File: src/rtl/julia_iterator.sv
// Julia escape-time engine: iterates z <- z^2 + c in signed Q11.11 until |z|>2 or max_iter.
// Define JULIA_ITER_SATURATE_EN to saturate z updates instead of wrapping them.

module fixed_multiplication #(
  parameter int WIDTH      = 22,
  parameter int FRACTIONAL = 11
) (
  input  logic [WIDTH-1:0] a,
  input  logic [WIDTH-1:0] b,
  output logic [WIDTH-1:0] p
);
  logic signed [2*WIDTH-1:0] full;
  logic                      unused_bits;

  assign full        = $signed(a) * $signed(b);
  // Dropping low bits of a two's complement product floors toward -inf.
  assign p           = full[WIDTH+FRACTIONAL-1:FRACTIONAL];
  assign unused_bits = ^{full[2*WIDTH-1:WIDTH+FRACTIONAL], full[FRACTIONAL-1:0]};
endmodule

// state | meaning
// IDLE  | waiting for start
// ITER  | one escape test / z update per cycle
// DONE  | results valid, done high; start here re-enters ITER
module julia_iterator #(
  parameter int WIDTH      = 22,
  parameter int FRACTIONAL = 11,
  parameter int ITER_W     = 8
) (
  input  logic              clk,
  input  logic              rst,
  input  logic              start,
  input  logic [WIDTH-1:0]  z0_re,
  input  logic [WIDTH-1:0]  z0_im,
  input  logic [WIDTH-1:0]  c_re,
  input  logic [WIDTH-1:0]  c_im,
  input  logic [ITER_W-1:0] max_iter,
  output logic              busy,
  output logic              done,
  output logic [ITER_W-1:0] iter_count,
  output logic              escaped,
  output logic [WIDTH-1:0]  z_re_out,
  output logic [WIDTH-1:0]  z_im_out
);
  typedef enum logic [1:0] {S_IDLE, S_ITER, S_DONE} state_t;

  localparam logic signed [WIDTH-1:0] TWO     = WIDTH'(1 << (FRACTIONAL + 1));
  localparam logic signed [WIDTH-1:0] NEG_TWO = -TWO;
  localparam logic signed [WIDTH:0]   FOUR    = (WIDTH+1)'(1 << (FRACTIONAL + 2));

  state_t                   state_q, state_d;
  logic signed [WIDTH-1:0]  zr_q, zr_d, zi_q, zi_d;
  logic signed [WIDTH-1:0]  cr_q, cr_d, ci_q, ci_d;
  logic [ITER_W-1:0]        max_q, max_d, cnt_q, cnt_d;
  logic [ITER_W-1:0]        iter_count_q, iter_count_d;
  logic                     escaped_q, escaped_d;
  logic [WIDTH-1:0]         z_re_out_q, z_re_out_d, z_im_out_q, z_im_out_d;

  logic [WIDTH-1:0]         zr2_u, zi2_u, zri_u;
  logic signed [WIDTH-1:0]  zr2, zi2, zri;
  logic signed [WIDTH:0]    sq_sum;
  logic signed [WIDTH+1:0]  zr_next_w, zi_next_w;
  logic signed [WIDTH-1:0]  zr_upd, zi_upd;
  logic                     esc;

  fixed_multiplication #(.WIDTH(WIDTH), .FRACTIONAL(FRACTIONAL)) u_mul_rr (
    .a(zr_q), .b(zr_q), .p(zr2_u));
  fixed_multiplication #(.WIDTH(WIDTH), .FRACTIONAL(FRACTIONAL)) u_mul_ii (
    .a(zi_q), .b(zi_q), .p(zi2_u));
  fixed_multiplication #(.WIDTH(WIDTH), .FRACTIONAL(FRACTIONAL)) u_mul_ri (
    .a(zr_q), .b(zi_q), .p(zri_u));

  assign zr2 = zr2_u;
  assign zi2 = zi2_u;
  assign zri = zri_u;

  // Squares are only trusted once both components are within +-2.0.
  assign sq_sum = $signed({zr2[WIDTH-1], zr2}) + $signed({zi2[WIDTH-1], zi2});
  assign esc    = (zr_q > TWO) || (zr_q < NEG_TWO) ||
                  (zi_q > TWO) || (zi_q < NEG_TWO) || (sq_sum > FOUR);

  assign zr_next_w = $signed({{2{zr2[WIDTH-1]}}, zr2}) - $signed({{2{zi2[WIDTH-1]}}, zi2})
                   + $signed({{2{cr_q[WIDTH-1]}}, cr_q});
  assign zi_next_w = $signed({zri[WIDTH-1], zri, 1'b0}) + $signed({{2{ci_q[WIDTH-1]}}, ci_q});

`ifdef JULIA_ITER_SATURATE_EN
  localparam logic signed [WIDTH+1:0] MAX_V = (WIDTH+2)'((64'sd1 <<< (WIDTH - 1)) - 1);
  localparam logic signed [WIDTH+1:0] MIN_V = -(WIDTH+2)'(64'sd1 <<< (WIDTH - 1));

  function automatic logic signed [WIDTH-1:0] sat(input logic signed [WIDTH+1:0] v);
    if (v > MAX_V)      sat = MAX_V[WIDTH-1:0];
    else if (v < MIN_V) sat = MIN_V[WIDTH-1:0];
    else                sat = v[WIDTH-1:0];
  endfunction

  assign zr_upd = sat(zr_next_w);
  assign zi_upd = sat(zi_next_w);
`else
  logic unused_wrap_bits;

  assign zr_upd           = zr_next_w[WIDTH-1:0];
  assign zi_upd           = zi_next_w[WIDTH-1:0];
  assign unused_wrap_bits = ^{zr_next_w[WIDTH+1:WIDTH], zi_next_w[WIDTH+1:WIDTH]};
`endif

  always_comb begin
    state_d      = state_q;
    zr_d         = zr_q;
    zi_d         = zi_q;
    cr_d         = cr_q;
    ci_d         = ci_q;
    max_d        = max_q;
    cnt_d        = cnt_q;
    iter_count_d = iter_count_q;
    escaped_d    = escaped_q;
    z_re_out_d   = z_re_out_q;
    z_im_out_d   = z_im_out_q;
    case (state_q)
      S_IDLE, S_DONE: begin
        if (start) begin
          state_d = S_ITER;
          zr_d    = z0_re;
          zi_d    = z0_im;
          cr_d    = c_re;
          ci_d    = c_im;
          max_d   = max_iter;
          cnt_d   = '0;
        end else begin
          state_d = S_IDLE;
        end
      end
      S_ITER: begin
        if (esc || (cnt_q == max_q)) begin
          state_d      = S_DONE;
          escaped_d    = esc;
          iter_count_d = cnt_q;
          z_re_out_d   = zr_q;
          z_im_out_d   = zi_q;
        end else begin
          zr_d  = zr_upd;
          zi_d  = zi_upd;
          cnt_d = cnt_q + ITER_W'(1);
        end
      end
      default: state_d = S_IDLE;
    endcase
  end

  always_ff @(posedge clk or posedge rst) begin
    if (rst) begin
      state_q      <= S_IDLE;
      zr_q         <= '0;
      zi_q         <= '0;
      cr_q         <= '0;
      ci_q         <= '0;
      max_q        <= '0;
      cnt_q        <= '0;
      iter_count_q <= '0;
      escaped_q    <= 1'b0;
      z_re_out_q   <= '0;
      z_im_out_q   <= '0;
    end else begin
      state_q      <= state_d;
      zr_q         <= zr_d;
      zi_q         <= zi_d;
      cr_q         <= cr_d;
      ci_q         <= ci_d;
      max_q        <= max_d;
      cnt_q        <= cnt_d;
      iter_count_q <= iter_count_d;
      escaped_q    <= escaped_d;
      z_re_out_q   <= z_re_out_d;
      z_im_out_q   <= z_im_out_d;
    end
  end

  assign busy       = (state_q == S_ITER);
  assign done       = (state_q == S_DONE);
  assign iter_count = iter_count_q;
  assign escaped    = escaped_q;
  assign z_re_out   = z_re_out_q;
  assign z_im_out   = z_im_out_q;
endmodule
File: config.mk
export PLATFORM = sky130hd
export DESIGN_NAME = julia_iterator
export DESIGN_NICKNAME = d
export VERILOG_FILES = /design/src/rtl/julia_iterator.sv
export SDC_FILE = /design/constraint.sdc
export NUM_CORES = 2
export LEC_CHECK = 0
export BUFFER_PORTS_ARGS = -buffer_cell sky130_fd_sc_hd__buf_2
export CAP_MARGIN = 20
export CORE_UTILIZATION = 46
export CTS_BUF_LIST = sky130_fd_sc_hd__clkbuf_8
export CTS_CLUSTER_SIZE = 12
export DETAILED_ROUTE_END_ITERATION = 10
export SLEW_MARGIN = 20
export SYNTH_ARGS = -nofsm -noshare
export SYNTH_HDL_FRONTEND = slang
export SYNTH_SLANG_ARGS = --single-unit
File: constraint.sdc
create_clock -name clk -period 12 [get_ports clk]
set_input_delay 1.8 -clock clk [delete_from_list [all_inputs] [get_ports clk]]
set_output_delay 1.8 -clock clk [all_outputs]
set_load 0.1 [all_outputs]
Word-level counts from Yosys, hierarchy flattened
Index checks and enable logic that the tools add are counted.
{ "totals": {"register_bits": 159, "inputBits": 99, "out_inout_bits": 55, "wordCells": 53} }
{ "op_classes": {"addsub": 5, "mul": 3, "order_cmp": 5, "n_eq_ne": 6, "n_mux": 12, "reduce_logical": 11} }
{ "ops": {"columns": ["operator", "count"], "rows": [
  ["22-bit two-way mux", 4],
  ["22-bit case mux with 2 select lines", 2],
  ["22-bit by 22-bit multiplier with 33-bit output", 2],
  ["22-bit adder", 2],
  ["22-bit by 14-bit > comparator with 1-bit output (second input constant)", 2],
  ["22-bit by 13-bit less-than comparator with 1-bit output (second input constant)", 2],
  ["22-bit by 22-bit multiplier with 32-bit output", 1],
  ["22-bit by 22-bit adder with 23-bit output", 1],
  ["23-bit by 15-bit > comparator with 1-bit output (second input constant)", 1],
  ["22-bit subtractor", 1],
  ["8-bit two-way mux", 2],
  ["8-bit case mux with 2 select lines", 1],
  ["8-bit by 1-bit adder with 8-bit output (second input constant)", 1],
  ["8-bit equality test", 1],
  ["1-bit logical OR", 5],
  ["2-bit inequality test (second input constant)", 2],
  ["2-bit case mux with 2 select lines", 1],
  ["2-bit AND reduction", 2],
  ["3-bit AND reduction", 1],
  ["2-bit by 1-bit equality test with 1-bit output (second input constant)", 1],
  ["2-bit equality test (second input constant)", 1],
  ["2-bit logical NOT", 1],
  ["2-bit two-way mux", 1],
  ["2-bit by 1-bit inequality test with 1-bit output (second input constant)", 1],
  ["other kinds (3)", 3]
]} }

Longest topological paths before layout
{ "logic_depth": {"ltp_word": 8, "depth_mapped": 42, "ltp_nobuf": 40} }

Hierarchy
From an unflattened synthesis, not the netlist that was laid out.
{ "hier_totals": {"hier_cells": 5809, "hier_area_um2": 51962.3} }
{ "modules_own_cells": {"columns": ["mod", "n_inst", "cells_each", "area_per_inst_um2", "seq_area_each_um2"], "rows": [
  ["fixed_multiplication (u_mul_ii)", 1, 1550, 13829.5, 0.0],
  ["fixed_multiplication (u_mul_ri)", 1, 1548, 13828.3, 0.0],
  ["fixed_multiplication (u_mul_rr)", 1, 1538, 13799.5, 0.0],
  ["julia_iterator", 1, 1173, 10505.1, 3978.8]
]} }

Worst setup path before layout
OpenSTA, ideal clock, no wires.
{ "synth_timing": {"kind": "register to register", "from": "register zr_q[15]", "to": "register z_re_out_q[11], in the netlist z_re_out[11]", "setup_time_ns": 0.128, "arrival_time_ns": 9.388, "required_ns": 11.872, "path_slack_ns": 2.483, "path_stages_with_launch": 34, "path_buffers": 4, "period_less_slack_ns": 9.517, "path_cell_list": "dfrtp_1 clkbuf_1 clkbuf_1 clkbuf_1 nand2_1 fa_1 inv_1 fa_1 inv_1 fa_1 inv_1 fa_1 fa_1 fa_1 inv_1 fa_1 inv_1 ha_1 a21oi_1 o21ai_0 o211a_1 or3_1 a221oi_1 xnor2_1 ha_1 nand2_1 o211ai_2 or3b_1 a221o_1 or4_4 o31a_1 o21ai_4 buf_6 mux2_1"} }
{ "synth_via": {"elab_chain_len": 7, "word_cells_on_any_way": 11, "cone_classes": "add/sub: 1; mul: 1; order compare: 3; reduce/logical: 6"} }
{ "synth_lines": {"columns": ["element", "line_no", "text"], "rows": [
  ["start, declared", "52", "logic signed [WIDTH-1:0] zr_q, zr_d, zi_q, zi_d;"],
  ["start signal, assigned", "164", "zr_q <= zr_d;"],
  ["branches (longest 4 deep; another with 22-bit by 22-bit multiplier with 33-bit output)", null, null],
  ["1-bit logical OR (*)", "80", "(zi_q > TWO) || (zi_q < NEG_TWO) || (sq_sum > FOUR);"],
  ["1-bit logical OR (*)", "133", "if (esc || (cnt_q == max_q)) begin"],
  ["2-bit AND reduction (no line) (*)", null, null],
  ["end signal, assigned", "172", "z_re_out_q <= z_re_out_d;"],
  ["end, declared", "57", "logic [WIDTH-1:0] z_re_out_q, z_re_out_d, z_im_out_q, z_im_out_d;"]
]} }
Mark *: on every way between the ends.
A chain may end at the register's enable or synchronous reset.

Worst setup path after layout
{ "layout_timing": {"from": "register zr_q[3]", "to": "register z_im_out_q[17], in the netlist z_im_out[17]"} }
{ "layout_via": {"elab_chain_len": 7, "word_cells_on_any_way": 11, "cone_classes": "add/sub: 1; mul: 1; order compare: 3; reduce/logical: 6"} }
{ "layout_lines": {"columns": ["element", "line_no", "text"], "rows": [
  ["branches (longest 4 deep; another with 22-bit by 22-bit multiplier with 33-bit output)", null, null],
  ["1-bit logical OR (*)", "80", null],
  ["1-bit logical OR (*)", "133", null],
  ["2-bit AND reduction (no line) (*)", null, null],
  ["end signal, assigned", "173", "z_im_out_q <= z_im_out_d;"],
  ["end, declared", "57", null]
]} }
Marks and branches as above.

==> reports/metrics.csv <==
metric;value;unit
status;finished clean;
count of flip-flops with a built-in enable after synthesis;0;
DRC violation count after routing;0;
number of gates resized after cts;0;
critical hold path startpoint;z_re_out[3]$_DFFE_PP0P_;
number of sinks on the clock net;159;
Max H-tree Level;4;
setup repair after global routing missed its margin;no;
post-synth cell types;84;
Final ANT Viol Nets;0;
kind of launch point of the worst setup path;register;
area of combinational cells with multiple inputs;37900;sq um
most common library cell in the layout ignoring fill and taps;inv_1;
largest driver fanout on the critical path;43;
DRT Wirelength;139;mm
final clock period utilization by the worst path;93.4;%
final weighted congestion in routability-driven placement;0.917;
clock insertion delay at the later pin of the skew report;0.68;ns
Register Area;4000;sq um
average instance area after synthesis;9.09;sq um
number of placed I/O pins;154;
worst-case clock skew;0.0540;ns
TritonCTS Buffers;17;
Reg2Reg Setup Slack;0.79;ns
worst stage delay on the critical path;1.07;ns
final-report hold violation count;0;
vias in the first global route;37800;
Worst Max-Slew Pin Slew;1.14;ns
Critical Path End Type;register;
Detail Placement HPWL;112;mm
kind of path behind the tightest hold check;register to register;
Synthesized Nets;6843;
ys flop type;dfrtp_1;
CTS Buffer Depth;2;
TritonCTS clock tree;done;
leading area contributor after synthesis;fa_1;
layout-stage area growth over the synthesis result;5.73;%
CP max-delay cell;dfrtp_2;
worst r2r src;zr_q[3]$_DFFE_PP0P_;
cell repeated most along the worst path;fa_1;
data arrival time of the critical path;11.73;ns
Slew HR;23.9;%
pin count of the biggest net entering global routing;67;
peak clock frequency supported by timing;0.0892;GHz
Worst Hold Path EP;z_re_out[3]$_DFFE_PP0P_;
commonest non-fill, non-tap cells in the layout;inv_1, fa_1, nand2_1, ha_1, and2_1;
core box area;103000;sq um
fraction of post-synthesis cell area in the top cell type by area;43.4;%
dominant cells by area after synthesis;fa_1, ha_1, inv_1;
Setup violations, final;0;
total routing resource utilization after global routing;27.8;%
starting density of the core;46.3;%
total gr overflow;0;
Hold Crit Depth;1;
count of fill cells added during filler insertion;9956;
height of the die;325;microns
number of iterations in the first detailed-routing pass;5;
max-cap check violation count;0;
routed vias;34900;
Nets;6880;
antenna violations before repair;6;
setup fix buffers added after clock tree synthesis;0;
Initial DRC Count;2096;
Clock Pin Slew Worst Setup and Hold Paths;0.11;ns
cell depth of the worst flop-to-flop path;34;
average wire per cell in the routed design;20.7;microns
sum of negative setup slack;0;ns
terminus of the critical flop-to-flop path;z_im_out[17]$_DFFE_PP0P_;
fraction of layout cells with a size suffix above 1;6.42;%
worst path required time;12.52;ns
synthesized flop and latch total;159;
final critical delay including setup and external delays;11.21;ns
port buffer count;153;
cell chosen for the clock root;clkbuf_8;
Worst Path Class, Setup;register to register;
number of max-slew violations in the final report;0;
asr flop ratio synth;100;%
via-per-instance ratio;5.21;
netlist area before placement;47900;sq um
gate count of the mapped netlist;5277;
proportion of synthesized chip area in sequential cells;8.30;%
number of core rows;118;
Total Die Area;106000;sq um
overall die width;325;microns
first-pass GRT wire length;222;mm
quantity of hold-fixing buffers added after cts;0;
synth warn;0;
==> critical path: cells and delay by family, from the launching register on <==
family,cells,cell delay [ns]
adders and majority gates,9,4.07
AOI/OAI and AO/OA,9,2.56
and+or+nand+nor,6,1.61
buffers and inverters,8,1.07
DFF,1,1.07
muxes,1,0.36
xor gates and xnor gates,1,0.18
==> cell type report <==
type	count	share of cell area, %
antenna	2	0.00987
sequential	159	7.89
clock inverter	15	0.341
clock buffer	17	0.462
multi-input combinational	3493	74.7
tap	1380	3.41
inverter	1403	10.4
timing repair buffer	240	2.82
==> flip-flops by register name, summed over array words and instances (netlist names), 8 cells and up <==
| signal | cells |
|---|---|
| cr_q | 22 |
| iter_count | 8 |
| zi_q | 22 |
| zr_q | 22 |
| z_re_out | 22 |
| z_im_out | 22 |
| cnt_q | 8 |
| ci_q | 22 |
| max_q | 8 |
==> stage by stage <==
stage / hold WS, ns / util (%) / std cells / setup WS (ns) / instance area, sq um
2_1_floorplan: 0.446 / - / 5277 / 2.48 / 47900
3_3_place_gp: 0.467 / 48.6 / 6675 / 1.06 / 50300
3_5_place_dp: 0.471 / 48.6 / 6675 / 0.997 / 50300
4_1_cts: 0.504 / 49.0 / 6707 / 0.928 / 50700
5_1_grt: 0.506 / 49.0 / 6709 / 0.289 / 50700
6_report: 0.496 / 49.0 / 6709 / 0.787 / 50700
==> how the worst max path moves through the flow <==
| stage | start | cells after the start | slack [ns] | to |
|---|---|---|---|---|
| 2_1_floorplan | zr_q[15]$_DFFE_PP0P_ | 33 | 2.48 | z_re_out[11]$_DFFE_PP0P_ |
| 6_report | zr_q[3]$_DFFE_PP0P_ | 34 | 0.79 | z_im_out[17]$_DFFE_PP0P_ |
| 5_1_grt | zi_q[1]$_DFFE_PP0P_ | 38 | 0.29 | z_im_out[4]$_DFFE_PP0P_ |
| 3_5_place_dp | zr_q[3]$_DFFE_PP0P_ | 33 | 1.0 | z_im_out[6]$_DFFE_PP0P_ |
| 3_3_place_gp | zr_q[3]$_DFFE_PP0P_ | 32 | 1.06 | z_im_out[18]$_DFFE_PP0P_ |
| 4_1_cts | zi_q[1]$_DFFE_PP0P_ | 38 | 0.93 | z_im_out[6]$_DFFE_PP0P_ |
==> synthesized netlist by cell type, drive strengths merged (53+ instances only) <==
cell    count
nor2      154
xor2       78
inv      1400
ha        427
clkbuf    197
mux2       53
a21oi     109
xnor2     140
nand2     725
and2      258
fa       1040
o21ai      75
dfrtp     159
==> cells by family (layout without fill, tap and decap cells) <==
logic type                 Yosys count  after routing  share of synthesized area [%]
AOI/OAI and AO/OA                  423            423                           6.07
xor gates and xnor gates           224            224                           4.26
adders and majority gates         1467           1467                           54.6
buffers and inverters             1625           1675                           12.8
DFF                                159            159                           8.30
muxes                               59             59                           1.37
other                                0              2                              0
and+or+nand+nor                   1320           1320                           12.6
==> per-layer routing <==
layer / vias up / part of all wire (%) / GRT usage, %
met5: - / 0.019 / 0
met4: 4 / 3.2 / 8.57
met3: 212 / 6.6 / 4.37
met2: 1156 / 46 / 44.1
met1: 17900 / 44 / 39.2
li1: 15700 / - / -
Power is not shown: default switching activity piles up to over one toggle a cycle in this logic, so the estimate is an artifact.
